<file path="config.mk">
export PLATFORM = sky130hd
export DESIGN_NAME = mat_feed_ctrl_flat
export DESIGN_NICKNAME = d
export VERILOG_FILES = /design/src/rtl/mat_pkg.sv /design/src/rtl/mat_feed_ctrl_if.sv /design/src/rtl/mat_elem_buf.sv /design/src/rtl/mat_feed_ctrl.sv /design/src/flat_wrapper.sv
export SDC_FILE = /design/constraint.sdc
export NUM_CORES = 1
export LEC_CHECK = 0
export ABC_AREA = 0
export BUFFER_PORTS_ARGS = -buffer_cell sky130_fd_sc_hd__buf_2
export CORE_MARGIN = 5
export CORE_UTILIZATION = 54
export DETAILED_ROUTE_END_ITERATION = 8
export GPL_TIMING_DRIVEN = 0
export PLACE_DENSITY = 0.78
export SYNTH_ARGS = -nofsm -noshare
export SYNTH_HDL_FRONTEND = slang
export SYNTH_SLANG_ARGS = --single-unit
</file>
<file path="constraint.sdc">
create_clock -name clk -period 3.1 [get_ports clk]
set_input_delay 0.465 -clock clk [delete_from_list [all_inputs] [get_ports clk]]
set_output_delay 0.465 -clock clk [all_outputs]
set_load 0.05 [all_outputs]
</file>
<file path="src/rtl/mat_pkg.sv">
// Shared defaults, FSM state encoding and beat-packing slot positions for mat_feed_ctrl.
package mat_pkg;
  localparam int WIDTH_DEF        = 8;
  localparam int NUM_ELEMENTS_DEF = 4;
  localparam int MATRIX_WIDTH_DEF = 4;

  typedef enum logic [2:0] {
    IDLE  = 3'd0,
    SEND  = 3'd1,
    GAP   = 3'd2,
    DRAIN = 3'd3,
    DONE  = 3'd4
  } state_t;

  // Element slots within a beat, slot 3 being the most significant
  localparam int SLOT_A0 = 3;
  localparam int SLOT_A1 = 2;
  localparam int SLOT_B0 = 1;
  localparam int SLOT_B1 = 0;
endpackage

</file>
<file path="src/rtl/mat_feed_ctrl_if.sv">
// Operand/result link between the feed controller (master) and the multiplier array (slave).
interface mat_feed_ctrl_if
  import mat_pkg::*;
#(
  parameter int WIDTH        = WIDTH_DEF,
  parameter int NUM_ELEMENTS = NUM_ELEMENTS_DEF
);
  logic [NUM_ELEMENTS*WIDTH-1:0] rdata;
  logic                          read_en;
  logic                          write_en;
  logic                          write_ready;
  logic [NUM_ELEMENTS*WIDTH-1:0] Res;

  modport master (output rdata, read_en, write_en, input write_ready, Res);
  modport slave  (input rdata, read_en, write_en, output write_ready, Res);
endinterface

</file>
<file path="src/rtl/mat_elem_buf.sv">
// Square element buffer: synchronous write, two combinational read ports.
// Contents are deliberately not reset so loaded matrices survive a transfer abort.
module mat_elem_buf
  import mat_pkg::*;
#(
  parameter  int WIDTH        = WIDTH_DEF,
  parameter  int MATRIX_WIDTH = MATRIX_WIDTH_DEF,
  localparam int IW           = $clog2(MATRIX_WIDTH)
) (
  input  logic             clk,
  input  logic             we,
  input  logic [IW-1:0]    wrow,
  input  logic [IW-1:0]    wcol,
  input  logic [WIDTH-1:0] wdata,
  input  logic [IW-1:0]    rrow0,
  input  logic [IW-1:0]    rcol0,
  output logic [WIDTH-1:0] rdata0,
  input  logic [IW-1:0]    rrow1,
  input  logic [IW-1:0]    rcol1,
  output logic [WIDTH-1:0] rdata1
);
  logic [WIDTH-1:0] mem [MATRIX_WIDTH][MATRIX_WIDTH];

  always_ff @(posedge clk) begin
    if (we) mem[wrow][wcol] <= wdata;
  end

  assign rdata0 = mem[rrow0][rcol0];
  assign rdata1 = mem[rrow1][rcol1];
endmodule

</file>
<file path="src/rtl/mat_feed_ctrl.sv">
// Streams A/B operand pairs to the multiplier, waits PIPE_GAP cycles, then drains MATRIX_WIDTH result
// columns; beats leave unthrottled, results are taken only when write_ready, with a TIMEOUT bound.
module mat_feed_ctrl
  import mat_pkg::*;
#(
  parameter  int WIDTH        = WIDTH_DEF,
  parameter  int NUM_ELEMENTS = NUM_ELEMENTS_DEF,
  parameter  int MATRIX_WIDTH = MATRIX_WIDTH_DEF,
  parameter  int PIPE_GAP     = 4,
  parameter  int TIMEOUT      = 255,
  localparam int IW           = $clog2(MATRIX_WIDTH),
  localparam int DW           = NUM_ELEMENTS*WIDTH
) (
  input  logic                  clk,
  input  logic                  reset,
  input  logic                  load_en,
  input  logic                  load_sel,
  input  logic [IW-1:0]         load_row,
  input  logic [IW-1:0]         load_col,
  input  logic [WIDTH-1:0]      load_data,
  input  logic                  start,
  mat_feed_ctrl_if.master       mif,
  output logic                  res_valid,
  output logic [IW-1:0]         res_col,
  output logic [DW-1:0]         res_data,
  output logic                  busy,
  output logic                  done,
  output logic                  timeout_err
);
  localparam int GW = $clog2(PIPE_GAP + 2);
  localparam int TW = $clog2(TIMEOUT + 1);

  state_t           state, state_nxt;
  logic [IW-1:0]    row_cnt, col_cnt, row_odd;
  logic [GW-1:0]    gap_cnt;
  logic [TW-1:0]    tmo_cnt;
  logic             row_wrap, last_beat, gap_end, capture, last_cap, tmo_hit;
  logic             wr_a, wr_b;
  logic [WIDTH-1:0] a0, a1, b0, b1;

  assign wr_a      = (state == IDLE) && load_en && !load_sel;
  assign wr_b      = (state == IDLE) && load_en &&  load_sel;
  assign row_odd   = row_cnt + IW'(1);
  assign row_wrap  = (row_cnt == IW'(MATRIX_WIDTH - 2));
  assign last_beat = row_wrap && (col_cnt == IW'(MATRIX_WIDTH - 1));
  assign gap_end   = (gap_cnt == GW'(PIPE_GAP - 1));
  assign capture   = (state == DRAIN) && mif.write_ready;
  assign last_cap  = capture && (col_cnt == IW'(MATRIX_WIDTH - 1));
  assign tmo_hit   = (state == DRAIN) && !mif.write_ready && (tmo_cnt == TW'(TIMEOUT - 1));

  // Row pair (r, r+1) of column c is read from both matrices in the same cycle
  mat_elem_buf #(.WIDTH(WIDTH), .MATRIX_WIDTH(MATRIX_WIDTH)) u_buf_a (
    .clk(clk), .we(wr_a), .wrow(load_row), .wcol(load_col), .wdata(load_data),
    .rrow0(row_cnt), .rcol0(col_cnt), .rdata0(a0),
    .rrow1(row_odd), .rcol1(col_cnt), .rdata1(a1)
  );

  mat_elem_buf #(.WIDTH(WIDTH), .MATRIX_WIDTH(MATRIX_WIDTH)) u_buf_b (
    .clk(clk), .we(wr_b), .wrow(load_row), .wcol(load_col), .wdata(load_data),
    .rrow0(row_cnt), .rcol0(col_cnt), .rdata0(b0),
    .rrow1(row_odd), .rcol1(col_cnt), .rdata1(b1)
  );

  always_ff @(posedge clk) begin
    if (reset) state <= IDLE;
    else       state <= state_nxt;
  end

  always_comb begin
    state_nxt    = state;
    mif.rdata    = '0;
    mif.read_en  = 1'b0;
    mif.write_en = 1'b0;
    busy         = 1'b1;
    done         = 1'b0;
    case (state)
      IDLE: begin
        busy = 1'b0;
        if (start) state_nxt = SEND;
      end
      SEND: begin
        mif.read_en                      = 1'b1;
        mif.rdata[SLOT_A0*WIDTH +: WIDTH] = a0;
        mif.rdata[SLOT_A1*WIDTH +: WIDTH] = a1;
        mif.rdata[SLOT_B0*WIDTH +: WIDTH] = b0;
        mif.rdata[SLOT_B1*WIDTH +: WIDTH] = b1;
        if (last_beat) state_nxt = (PIPE_GAP == 0) ? DRAIN : GAP;
      end
      GAP: begin
        if (gap_end) state_nxt = DRAIN;
      end
      DRAIN: begin
        mif.write_en = 1'b1;
        if (last_cap)     state_nxt = DONE;
        else if (tmo_hit) state_nxt = IDLE;
      end
      DONE: begin
        done      = 1'b1;
        state_nxt = IDLE;
      end
      default: begin
        busy      = 1'b0;
        state_nxt = IDLE;
      end
    endcase
  end

  // col_cnt indexes the operand column while sending and the result column while draining
  always_ff @(posedge clk) begin
    if (reset) begin
      row_cnt <= '0;
      col_cnt <= '0;
      gap_cnt <= '0;
      tmo_cnt <= '0;
    end else begin
      case (state)
        SEND: begin
          if (row_wrap) begin
            row_cnt <= '0;
            col_cnt <= last_beat ? '0 : col_cnt + IW'(1);
          end else begin
            row_cnt <= row_cnt + IW'(2);
          end
        end
        GAP: gap_cnt <= gap_end ? '0 : gap_cnt + GW'(1);
        DRAIN: begin
          if (mif.write_ready) begin
            tmo_cnt <= '0;
            col_cnt <= last_cap ? '0 : col_cnt + IW'(1);
          end else if (tmo_hit) begin
            tmo_cnt <= '0;
            col_cnt <= '0;
          end else begin
            tmo_cnt <= tmo_cnt + TW'(1);
          end
        end
        default: ;
      endcase
    end
  end

  always_ff @(posedge clk) begin
    if (reset) begin
      res_valid   <= 1'b0;
      res_col     <= '0;
      res_data    <= '0;
      timeout_err <= 1'b0;
    end else begin
      res_valid <= capture;
      if (capture) begin
        res_col  <= col_cnt;
        res_data <= mif.Res;
      end
      if ((state == IDLE) && start) timeout_err <= 1'b0;
      else if (tmo_hit)             timeout_err <= 1'b1;
    end
  end
endmodule

</file>
<file path="src/flat_wrapper.sv">
// flat-port wrapper written by rule: the top's interface ports become plain ports
module mat_feed_ctrl_flat import mat_pkg::*;
#(
  parameter  int WIDTH        = WIDTH_DEF,
  parameter  int NUM_ELEMENTS = NUM_ELEMENTS_DEF,
  parameter  int MATRIX_WIDTH = MATRIX_WIDTH_DEF,
  parameter  int PIPE_GAP     = 4,
  parameter  int TIMEOUT      = 255,
  localparam int IW           = $clog2(MATRIX_WIDTH),
  localparam int DW           = NUM_ELEMENTS*WIDTH
)
  (clk, reset, load_en, load_sel, load_row, load_col, load_data, start, res_valid, res_col, res_data, busy, done, timeout_err, mif_rdata, mif_read_en, mif_write_en, mif_write_ready, mif_Res);
  mat_feed_ctrl_if #(.WIDTH(WIDTH), .NUM_ELEMENTS(NUM_ELEMENTS)) mif_i ();
  input  logic clk;
  input  logic reset;
  input  logic load_en;
  input  logic load_sel;
  input  logic [IW-1:0] load_row;
  input  logic [IW-1:0] load_col;
  input  logic [WIDTH-1:0] load_data;
  input  logic start;
  output logic res_valid;
  output logic [IW-1:0] res_col;
  output logic [DW-1:0] res_data;
  output logic busy;
  output logic done;
  output logic timeout_err;
  output wire logic [$bits(mif_i.rdata)-1:0] mif_rdata;
  output wire logic [$bits(mif_i.read_en)-1:0] mif_read_en;
  output wire logic [$bits(mif_i.write_en)-1:0] mif_write_en;
  input wire logic [$bits(mif_i.write_ready)-1:0] mif_write_ready;
  input wire logic [$bits(mif_i.Res)-1:0] mif_Res;
  assign mif_rdata = mif_i.rdata;
  assign mif_read_en = mif_i.read_en;
  assign mif_write_en = mif_i.write_en;
  assign mif_i.write_ready = mif_write_ready;
  assign mif_i.Res = mif_Res;
  mat_feed_ctrl #(.WIDTH(WIDTH), .NUM_ELEMENTS(NUM_ELEMENTS), .MATRIX_WIDTH(MATRIX_WIDTH), .PIPE_GAP(PIPE_GAP), .TIMEOUT(TIMEOUT)) u_core (.clk(clk), .reset(reset), .load_en(load_en), .load_sel(load_sel), .load_row(load_row), .load_col(load_col), .load_data(load_data), .start(start), .mif(mif_i), .res_valid(res_valid), .res_col(res_col), .res_data(res_data), .busy(busy), .done(done), .timeout_err(timeout_err));
endmodule
</file>
Yosys cells after proc, flatten, opt, wreduce, memory -nomap -nowiden
Memories as Yosys holds them, arrays and structs flattened. A register that Yosys moved wholly into a read port is not among the register bits.
Cells that the tools add are included.
{"block": "op_classes", "addsub": 5, "n_eq_ne": 14, "muxes": 43, "bitwise": 2, "n_reduce_logical": 18, "order_cmp": 3}
{"op": "$mux 32", "n": 3}
{"op": "$mux 8", "n": 11}
{"op": "$bmux 8 s2", "n": 4}
{"op": "$mux 2", "n": 10}
{"op": "$mux 3", "n": 6}
{"op": "$demux 8 s2", "n": 1}
{"op": "$pmux 3 s4", "n": 1}
{"op": "$logic_and 1x1->1", "n": 10}
{"op": "$eq 3x2->1 const B", "n": 3}
{"op": "$add 8x1->8 const B", "n": 1}
{"op": "$eq 8x8->1 const B", "n": 1}
{"op": "$ge 3x3->1 const B", "n": 2}
{"op": "$mux 1", "n": 6}
{"op": "$ne 2x1->1 const B", "n": 3}
{"op": "$not 2->3", "n": 2}
{"op": "$add 2x1->2 const B", "n": 2}
{"op": "$eq 2x2->1 const B", "n": 2}
{"op": "$pmux 2 s2", "n": 1}
{"op": "$reduce_and 4->1", "n": 1}
{"op": "$reduce_or 4->1", "n": 1}
{"op": "$add 3x1->3 const B", "n": 1}
{"op": "$eq 3x1->1 const B", "n": 1}
{"op": "$eq 3x3->1 const B", "n": 1}
{"op": "$logic_not 3->1", "n": 1}
{"op": "9 further kinds", "n": 10}
{"block": "totals", "output_inout_bits": 72, "elab_cells": 96, "ram_bits": 256, "input_bits": 50, "regBits": 54, "memories": 2}
{"memory": "u_core.u_buf_a.mem", "words": 4, "width": 32, "read_ports": 2, "rd_clocked_by_memory_dff": 1, "wr": 1, "line": "mat_elem_buf.sv:22", "source": "logic [WIDTH-1:0] mem [MATRIX_WIDTH][MATRIX_WIDTH];"}
{"memory": "u_core.u_buf_b.mem", "words": 4, "width": 32, "read_ports": 2, "rd_clocked_by_memory_dff": 1, "wr": 1, "line": "mat_elem_buf.sv:22"}

Longest topological paths before layout
Gate-level depths: netlist of run 1.
{"block": "logic_depth", "depth_word": 6, "depth_mapped": 10, "mapped_depth_nobuf": 6}

Cells and area by module
From an unflattened synthesis of run 1, not the netlist that was laid out.
{"block": "unflattened", "hier_cells": 883, "hier_area_um2": 14488.9}
{"module": "mat_elem_buf", "area_each_um2": 6024.5, "seq_area_each_um2": 3843.7, "cells_each": 291, "instances": 2}
{"module": "mat_feed_ctrl", "area_each_um2": 2439.8, "seq_area_each_um2": 1061.0, "cells_each": 301, "instances": 1}

Least setup slack after synthesis of run 1
No wires, ideal clock.
{"block": "synth_path", "kind": "register to output", "startpoint": "register u_core.row_cnt[0]", "endpoint": "output port mif_rdata[16]", "arrival_time_ps": 2903, "required_ps": 2635, "path_slack_ps": -268, "n_path_buf": 6, "path_stages_with_launch": 11, "cell_sequence": "dfxtp_1 -> buf_4 -> buf_6 -> buf_2 -> inv_1 -> ha_1 -> buf_2 -> buf_1 -> buf_2 -> mux4_2 -> a221o_1"}
{"block": "synth_between", "elab_chain_cells": 6}
{"element": "start, declared", "line": "mat_feed_ctrl.sv:34", "source": "logic [IW-1:0] row_cnt, col_cnt, row_odd;"}
{"element": "start signal, assigned", "line": "mat_feed_ctrl.sv:122", "source": "row_cnt <= row_cnt + IW'(2);"}
{"element": "$add 2x1->2", "line": "mat_feed_ctrl.sv:43", "source": "assign row_odd = row_cnt + IW'(1);"}
{"element": "$mem_v2 4x32"}
{"element": "$bmux 8 s2", "line": "mat_elem_buf.sv:29", "source": "assign rdata1 = mem[rrow1][rcol1];"}
{"element": "$mux 8 (implied by the code) (2 in series)", "line": "mat_elem_buf.sv:29"}
{"element": "$mux 32", "line": "mat_feed_ctrl.sv:76", "source": "case (state)"}
{"element": "end, declared", "line": "flat_wrapper.sv:28", "source": "output wire logic [$bits(mif_i.rdata)-1:0] mif_rdata;"}
Every way passes these cells. The select of a mux whose other input is x is not followed.

Worst setup path in the final report of run 1
{"block": "layout_path", "startpoint": "register u_core.row_cnt[0]", "endpoint": "output port mif_rdata[17]"}
The elaborated chain is that of the path after synthesis.

==> results of run 1 <==
==> worst max-delay path, cell delays in order (launching register included) <==
cell	delay, ns
sky130_fd_sc_hd__dfxtp_2	0.34
sky130_fd_sc_hd__buf_6	0.11
sky130_fd_sc_hd__buf_12	0.10
sky130_fd_sc_hd__buf_12	0.10
sky130_fd_sc_hd__inv_6	0.03
sky130_fd_sc_hd__ha_4	0.32
sky130_fd_sc_hd__buf_6	0.14
sky130_fd_sc_hd__clkbuf_16	0.15
sky130_fd_sc_hd__mux4_2	0.32
sky130_fd_sc_hd__a22o_1	0.25
sky130_fd_sc_hd__a221o_2	0.34
sky130_fd_sc_hd__buf_8	0.16
==> logic make-up after synthesis <==
family | count (synthesis)
xor+xnor | 1
buf+inv | 70
compound gates | 131
fa+ha+maj | 5
mux | 129
simple gates | 174
flops | 312
==> placed cells by master (no fill, tap or decap), types with 3 or more instances in the layout <==
cell type / instances
sky130_fd_sc_hd__clkbuf_8: 3
sky130_fd_sc_hd__mux4_2: 128
sky130_fd_sc_hd__nor2b_1: 4
sky130_fd_sc_hd__nor2_1: 42
sky130_fd_sc_hd__a221o_2: 11
sky130_fd_sc_hd__clkinv_1: 3
sky130_fd_sc_hd__buf_8: 8
sky130_fd_sc_hd__a22o_1: 26
sky130_fd_sc_hd__clkinv_2: 10
sky130_fd_sc_hd__dfxtp_1: 54
sky130_fd_sc_hd__a21oi_1: 47
sky130_fd_sc_hd__a311oi_1: 3
sky130_fd_sc_hd__buf_2: 94
sky130_fd_sc_hd__buf_6: 34
sky130_fd_sc_hd__nand3b_1: 3
sky130_fd_sc_hd__a31oi_1: 3
sky130_fd_sc_hd__nand2_1: 85
sky130_fd_sc_hd__a221o_1: 21
sky130_fd_sc_hd__buf_1: 4
sky130_fd_sc_hd__buf_4: 24
sky130_fd_sc_hd__clkbuf_1: 20
sky130_fd_sc_hd__a22o_4: 6
sky130_fd_sc_hd__bufinv_16: 6
sky130_fd_sc_hd__or3_1: 5
sky130_fd_sc_hd__ha_1: 4
sky130_fd_sc_hd__nand3_1: 11
sky130_fd_sc_hd__inv_1: 5
sky130_fd_sc_hd__clkbuf_4: 3
sky130_fd_sc_hd__edfxtp_1: 256
sky130_fd_sc_hd__clkbuf_16: 34
sky130_fd_sc_hd__buf_12: 13
sky130_fd_sc_hd__o21ai_0: 5
==> flip-flops by register name (all words and copies together) (netlist names), 2 cells and up, named ones only <==
signal              count
u_core.state            3
u_core.row_cnt          2
u_core.u_buf_b.mem    128
u_core.col_cnt          2
u_core.gap_cnt          3
u_core.res_data        32
u_core.tmo_cnt          8
u_core.res_col          2
u_core.u_buf_a.mem    128
==> layout make-up <==
cell class | count | area [µm²] | area share
sequential | 312 | 8810 | 0.525
buffer | 60 | 603 | 0.0359
clock inverter | 20 | 262 | 0.0156
clock buffer | 38 | 812 | 0.0484
tap | 330 | 413 | 0.0246
inverter | 7 | 33.8 | 0.00201
antenna | 1 | 2.50 | 0.000149
timing repair buffer | 141 | 1010 | 0.0604
multi-input combinational | 440 | 4840 | 0.288
==> path summary, 6_finish.rpt <==
kind,from,endpoint,slack (ns),cells past startpoint
worst min-delay path,start,u_core.timeout_err$_SDFFE_PP0P_,0.12,2
worst min register to register,u_core.gap_cnt[2]$_SDFFE_PP0P_,u_core.gap_cnt[2]$_SDFFE_PP0P_,0.43,2
worst max-delay path,u_core.row_cnt[0]$_SDFFE_PP0P_,mif_rdata[17],-0.29,11
worst max register to register,u_core.state[0]$_SDFFE_PP0P_,u_core.u_buf_b.mem[0][9]$_DFFE_PP_,0.50,6
==> metal layers <==
layer	track usage	routed length, µm
met5	0	27
met4	0.0670	887
met3	0.0647	4240
met2	0.391	17100
met1	0.334	13500
==> where the power goes <==
part / switching, mW / internal [mW] / leakage (nW) / total (mW)
Combinational: 0.920 / 0.648 / 2.36 / 1.57
Sequential: 0.0344 / 4.59 / 2.76 / 4.62
Clock: 1.56 / 2.36 / 0.535 / 3.93
Total: 2.52 / 7.60 / 5.66 / 10.1
==> through the flow <==
| step | setup WS [ns] | utilization | instances | hold slack (ns) | power (mW) |
|---|---|---|---|---|---|
| 2_1_floorplan | 0.0157 | - | 822 | 0.409 | 5.59 |
| 3_3_place_gp | -0.858 | 0.592 | 1272 | 0.418 | 5.94 |
| 3_5_place_dp | -0.821 | 0.592 | 1272 | 0.427 | 5.98 |
| 4_1_cts | -0.325 | 0.658 | 1345 | 0.102 | 10.1 |
| 5_1_grt | -0.353 | 0.665 | 1349 | 0.106 | 10.4 |
| 6_report | -0.288 | 0.665 | 1349 | 0.122 | 10.1 |
==> timing repair <==
action	CTS	global route
buffers inserted	14	6
gates resized for setup	127	39
setup endpoints to repair	32	32
pin swaps	20	9
cloned	1	0
==> metrics.txt, run 1 <==
area leader, netlist=sky130_fd_sc_hd__edfxtp_1; Starting Density=0.551; clock buffer depth=3; maximum capacitance violations=0; via/cell ratio=6.67; post-synthesis area per instance=approximately 17 µm²; Post-Syn Instances=822; Num CTS Buffers=31; DRC violation count after routing=0; async set or reset register ratio after synthesis=0; vias in the first global route=between 8000 and 9000; TritonCTS clock tree=yes; most instantiated library cell after synthesis=sky130_fd_sc_hd__edfxtp_1; number of buffers inserted by hold repair at cts=0; largest net degree at the start of global routing=33; clock root cell=sky130_fd_sc_hd__clkbuf_16; number of input and output port buffers inserted=120; CTS clk-pin slew, worst paths=0.06 ns; final-report max-slew violation count=0; fmax=~300 MHz; first-pass iteration count of the detailed router=5; Post-Synthesis Net Count=between 800 and 900; relative area change from synthesis to final layout=20.7%; number of hold-slack violations in the final timing report=0; routability congestion estimate from global placement=0.811; post-synthesis register bit count=about 310; xor and xnor area share after synthesis=0.000630; reported leakage power=roughly 5.7 nW; initial antenna violation count=3; largest fanout on the critical path=5; top cells by instance count after synthesis=sky130_fd_sc_hd__edfxtp_1, sky130_fd_sc_hd__mux4_2, sky130_fd_sc_hd__nand2_1; status=complete, but fails checks; largest cells by area after synthesis=sky130_fd_sc_hd__edfxtp_1, sky130_fd_sc_hd__mux4_2, sky130_fd_sc_hd__dfxtp_1; peak supply drop=roughly 0.39 mV; total number of nets in the final design=1048; Worst setup SP type=flop; count of unique library cells instantiated by Yosys=between 40 and 50; final setup vio count=16; most frequently used flop master after synthesis=sky130_fd_sc_hd__edfxtp_1; Post-Syn Area=between 10000 and 15000 µm²; pwr/cell area=about 600 nW/µm²; clock latency on the worst-skew pair=just under 0.6 ns; number of ports placed on the die boundary=122; worst min-delay path category=primary input to flop; total half-perimeter wirelength after legalization and detailed placement=around 24000 µm; die area=slightly below 30000 µm²; first-pass GRT wire length=about 54000 µm; number of standard-cell rows in the floorplan=58; grt ovf=0; Synth Area in Compound Gates=0.0706; yosys synthesis warning count=0; Period minus WS final=~3.4 ns; total number of clock tree sinks=312; Post-synth EDFFs=~260; violations in the final reports=negative setup slack; die boundary width=171 µm; kind of critical path=flop to output port; number of design-rule violations left by the first detailed-router iteration=between 1000 and 1500; Vert. Die Dim=around 170 µm; proportion of synthesized chip area in sequential cells=0.633; Setup Skew=around 0.017 ns; worst slew margin relative to its limit=0.297; Std-Cell Core Area=between 20000 and 30000 µm²; Final TNS setup=-3.93 ns; Synth Area in Adders=0.00450; post-route standard cell area excluding fillers=~17000 µm²; fraction of layout cells with a size suffix above 1=0.387; worst endpoint required time=approximately 2.6 ns; final wirelength=roughly 36000 µm; arrival time reported for the critical path endpoint=2.92 ns; number of nets with antenna violations after detailed routing=0; Filler cells=1660; dominant combinational cell family by area after synthesis=multiplexers; number of levels in the clock H-tree=1; post-synth top area share=0.553; Worst-Margin Slew=1.05 ns; standard cell area after detailed placement=about 15000 µm²; mux share of post-synthesis cell area=0.208; setup repair after global routing missed its margin=true; Synth Area in Simple Gates=0.0576; global router's overall resource usage=0.243; average wire length per cell after detail routing=around 26 µm; Crit. End Element=output port; post-route fraction of the period consumed by the critical path=1.09; overall via count from detail_route=8998; crit path setup slack, layout=-0.288 ns
No activity file was read; power rests on OpenSTA's default activity.
==> run 2: changes to the inputs <==
--- a/config.mk
+++ b/config.mk
@@ -12,6 +12,7 @@
 export DETAILED_ROUTE_END_ITERATION = 8
 export GPL_TIMING_DRIVEN = 0
 export PLACE_DENSITY = 0.78
+export RECOVER_POWER = 100
 export SYNTH_ARGS = -nofsm -noshare
 export SYNTH_HDL_FRONTEND = slang
 export SYNTH_SLANG_ARGS = --single-unit
==> metrics.txt, run 2 (same netlist as run 1, synthesis figures left out) <==
status=complete, but fails checks; violations in the final reports=max-capacitance violations, max-slew violations, negative setup slack; worst slew margin relative to its limit=-0.0312 (-0.329); total number of clock tree sinks=312 (unchanged); Filler cells=1688 (+1.7%); routability congestion estimate from global placement=0.811 (unchanged); crit path max-delay cell type=sky130_fd_sc_hd__dfxtp_2; number of nets with antenna violations after detailed routing=0 (unchanged); reg-to-reg startpoint=u_core.state[0]$_SDFFE_PP0P_; setup repair after global routing missed its margin=true; die area=29100 µm² (unchanged); Vert. Die Dim=171 µm (unchanged); crit path setup slack, layout=-0.298 ns (-0.0104 ns); arrival time reported for the critical path endpoint=2.93 ns (about the same); most common library cell in the layout ignoring fill and taps=sky130_fd_sc_hd__edfxtp_1; Regs by FF count=u_core.u_buf_a.mem: 128 flops, u_core.u_buf_b.mem: 128 flops, u_core.res_data: 32 flops; worst path cell trace=buf_6 > buf_12 > buf_12 > inv_6 > ha_4 > clkbuf_16 > buf_12 > mux4_2 > a22o_1 > a221o_2 > buf_8; clock root cell=sky130_fd_sc_hd__clkbuf_16; total half-perimeter wirelength after legalization and detailed placement=23600 µm (unchanged); TritonCTS clock tree=yes; overall via count from detail_route=8991 (-0.078%); post-route fraction of the period consumed by the critical path=1.10 (+0.00336); final worst hold slack=0.122 ns (+0.00000800 ns); commonest cells after routing, fill and taps aside=sky130_fd_sc_hd__edfxtp_1, sky130_fd_sc_hd__mux4_2, sky130_fd_sc_hd__nand2_1; Setup Skew=0.0152 ns (-0.00157 ns); relative area change from synthesis to final layout=20.1%; worst-case hold path end point=u_core.timeout_err$_SDFFE_PP0P_; DRC violation count after routing=0 (unchanged); final-report max-slew violation count=66 (+66); origin of the worst min-delay path=start; number of hold-slack violations in the final timing report=0 (unchanged); Worst Reg2Reg Path Length in Cells=6 (unchanged); count of buffering cells on the critical path with inverters included=7 (unchanged); number of design-rule violations left by the first detailed-router iteration=1239 (-0.32%); global router's overall resource usage=0.243 (unchanged); Final TNS setup=-5.79 ns (-1.86 ns); Num CTS Buffers=31 (unchanged); stage delay of the slowest cell on the critical path=0.35 ns (about the same); number of standard-cell rows in the floorplan=58 (unchanged); worst min-delay path category=primary input to flop; pwr/cell area=604 nW/µm² (+0.26%); endpoint of the worst register-to-register path=u_core.u_buf_a.mem[2][6]$_DFFE_PP_; first-pass GRT wire length=53600 µm (unchanged); reported leakage power=5.45 nW (-3.6%); Worst-Margin Slew=1.55 ns (+0.497 ns); number of input and output port buffers inserted=120 (unchanged); fmax=294 MHz (-0.31%); largest fanout on the critical path=5 (unchanged); number of ports placed on the die boundary=122 (unchanged); Worst setup SP type=flop; number of levels in the clock H-tree=1 (unchanged); CP dominant cell by count=sky130_fd_sc_hd__buf_12; vias in the first global route=8991 (unchanged); Crit. End Element=output port; worst endpoint required time=2.63 ns (about the same); Hold Crit Depth=2 (unchanged); via/cell ratio=6.66 (about the same); die boundary width=171 µm (unchanged); clock buffer depth=3 (unchanged); slack of the worst reg-to-reg path=0.45 ns (-0.05 ns); grt ovf=0 (unchanged); maximum capacitance violations=3 (+3); number of buffers inserted by hold repair at cts=0 (unchanged); total number of nets in the final design=1048 (unchanged); clock latency on the worst-skew pair=0.58 ns (about the same); final setup vio count=32 (+16); Period minus WS final=3.40 ns (+0.0104 ns); kind of critical path=flop to output port; average wire length per cell after detail routing=26.4 µm (-0.49%); fraction of layout cells with a size suffix above 1=0.335 (-0.0521); initial antenna violation count=3 (unchanged); first-pass iteration count of the detailed router=7 (+2); largest net degree at the start of global routing=33 (unchanged); peak supply drop=0.402 mV (+1.9%); critical path's top delay family=buffers and inverters; final wirelength=35600 µm (-0.49%); Std-Cell Core Area=25300 µm² (unchanged); Starting Density=0.551 (unchanged); CTS clk-pin slew, worst paths=0.06 ns (about the same)
## run 2: changes by cell type in the layout (fill, tap and decap cells not counted)
cell                       change
sky130_fd_sc_hd__clkbuf_4      +3
sky130_fd_sc_hd__clkbuf_1     +51
sky130_fd_sc_hd__and4bb_1      +2
sky130_fd_sc_hd__and4bb_2      -2
sky130_fd_sc_hd__buf_4         -4
sky130_fd_sc_hd__buf_2        -48
sky130_fd_sc_hd__buf_6         -2
## run 2: area by class of cell
class                      instances  area [µm²]  area share
antenna                            1        2.50    0.000150
buffer                            60         588      0.0352
clock buffer                      38         812      0.0486
clock inverter                    20         262      0.0156
inverter                           7        33.8     0.00202
multi-input combinational        440        4840       0.290
sequential                       312        8810       0.527
tap                              330         413      0.0247
timing repair buffer             141         950      0.0568
## run 2: layer usage
metal / vias up / global-route usage / share of wire
li1: 3727 / - / -
met1: 4504 / 0.334 / 0.38
met2: 673 / 0.391 / 0.48
met3: 83 / 0.0647 / 0.12
met4: 4 / 0.0670 / 0.023
met5: - / 0 / 0.00076
## run 2: per-stage QoR
step / utilization / total power, mW / setup slack (ns) / cells / cell area, µm²
3_3_place_gp: 0.592 / 5.94 / -0.858 / 1272 / 14900
5_1_grt: 0.662 / 10.4 / -0.353 / 1349 / 16700
2_1_floorplan: - / 5.59 / 0.0157 / 822 / 13900
3_5_place_dp: 0.592 / 5.98 / -0.821 / 1272 / 14900
4_1_cts: 0.658 / 10.1 / -0.325 / 1345 / 16600
6_report: 0.662 / 10.1 / -0.298 / 1349 / 16700
## run 2: how the worst max path moves through the flow
stage                                   startpoint             to  depth (start not counted)
floorplan           u_core.row_cnt[0]$_SDFFE_PP0P_  mif_rdata[16]                         10
global placement    u_core.row_cnt[0]$_SDFFE_PP0P_  mif_rdata[21]                         10
detailed placement  u_core.row_cnt[0]$_SDFFE_PP0P_  mif_rdata[21]                         10
CTS                 u_core.row_cnt[0]$_SDFFE_PP0P_   mif_rdata[6]                         12
global route        u_core.row_cnt[0]$_SDFFE_PP0P_  mif_rdata[17]                         11
finish              u_core.row_cnt[0]$_SDFFE_PP0P_  mif_rdata[17]                         11
## run 2: timing repair
item                                    CTS  global route
gates cloned                              1             0
resized for setup                       127            39
endpoints found under the setup margin   32            32
hold endpoints to repair                  0             0
pin swaps                                20             9
buffers inserted                         14             6
## run 2: power by group
part / switching (mW) / internal, mW / total [mW]
Combinational: 0.921 / 0.630 / 1.55
Clock: 1.55 / 2.36 / 3.92
Sequential: 0.0340 / 4.59 / 4.62
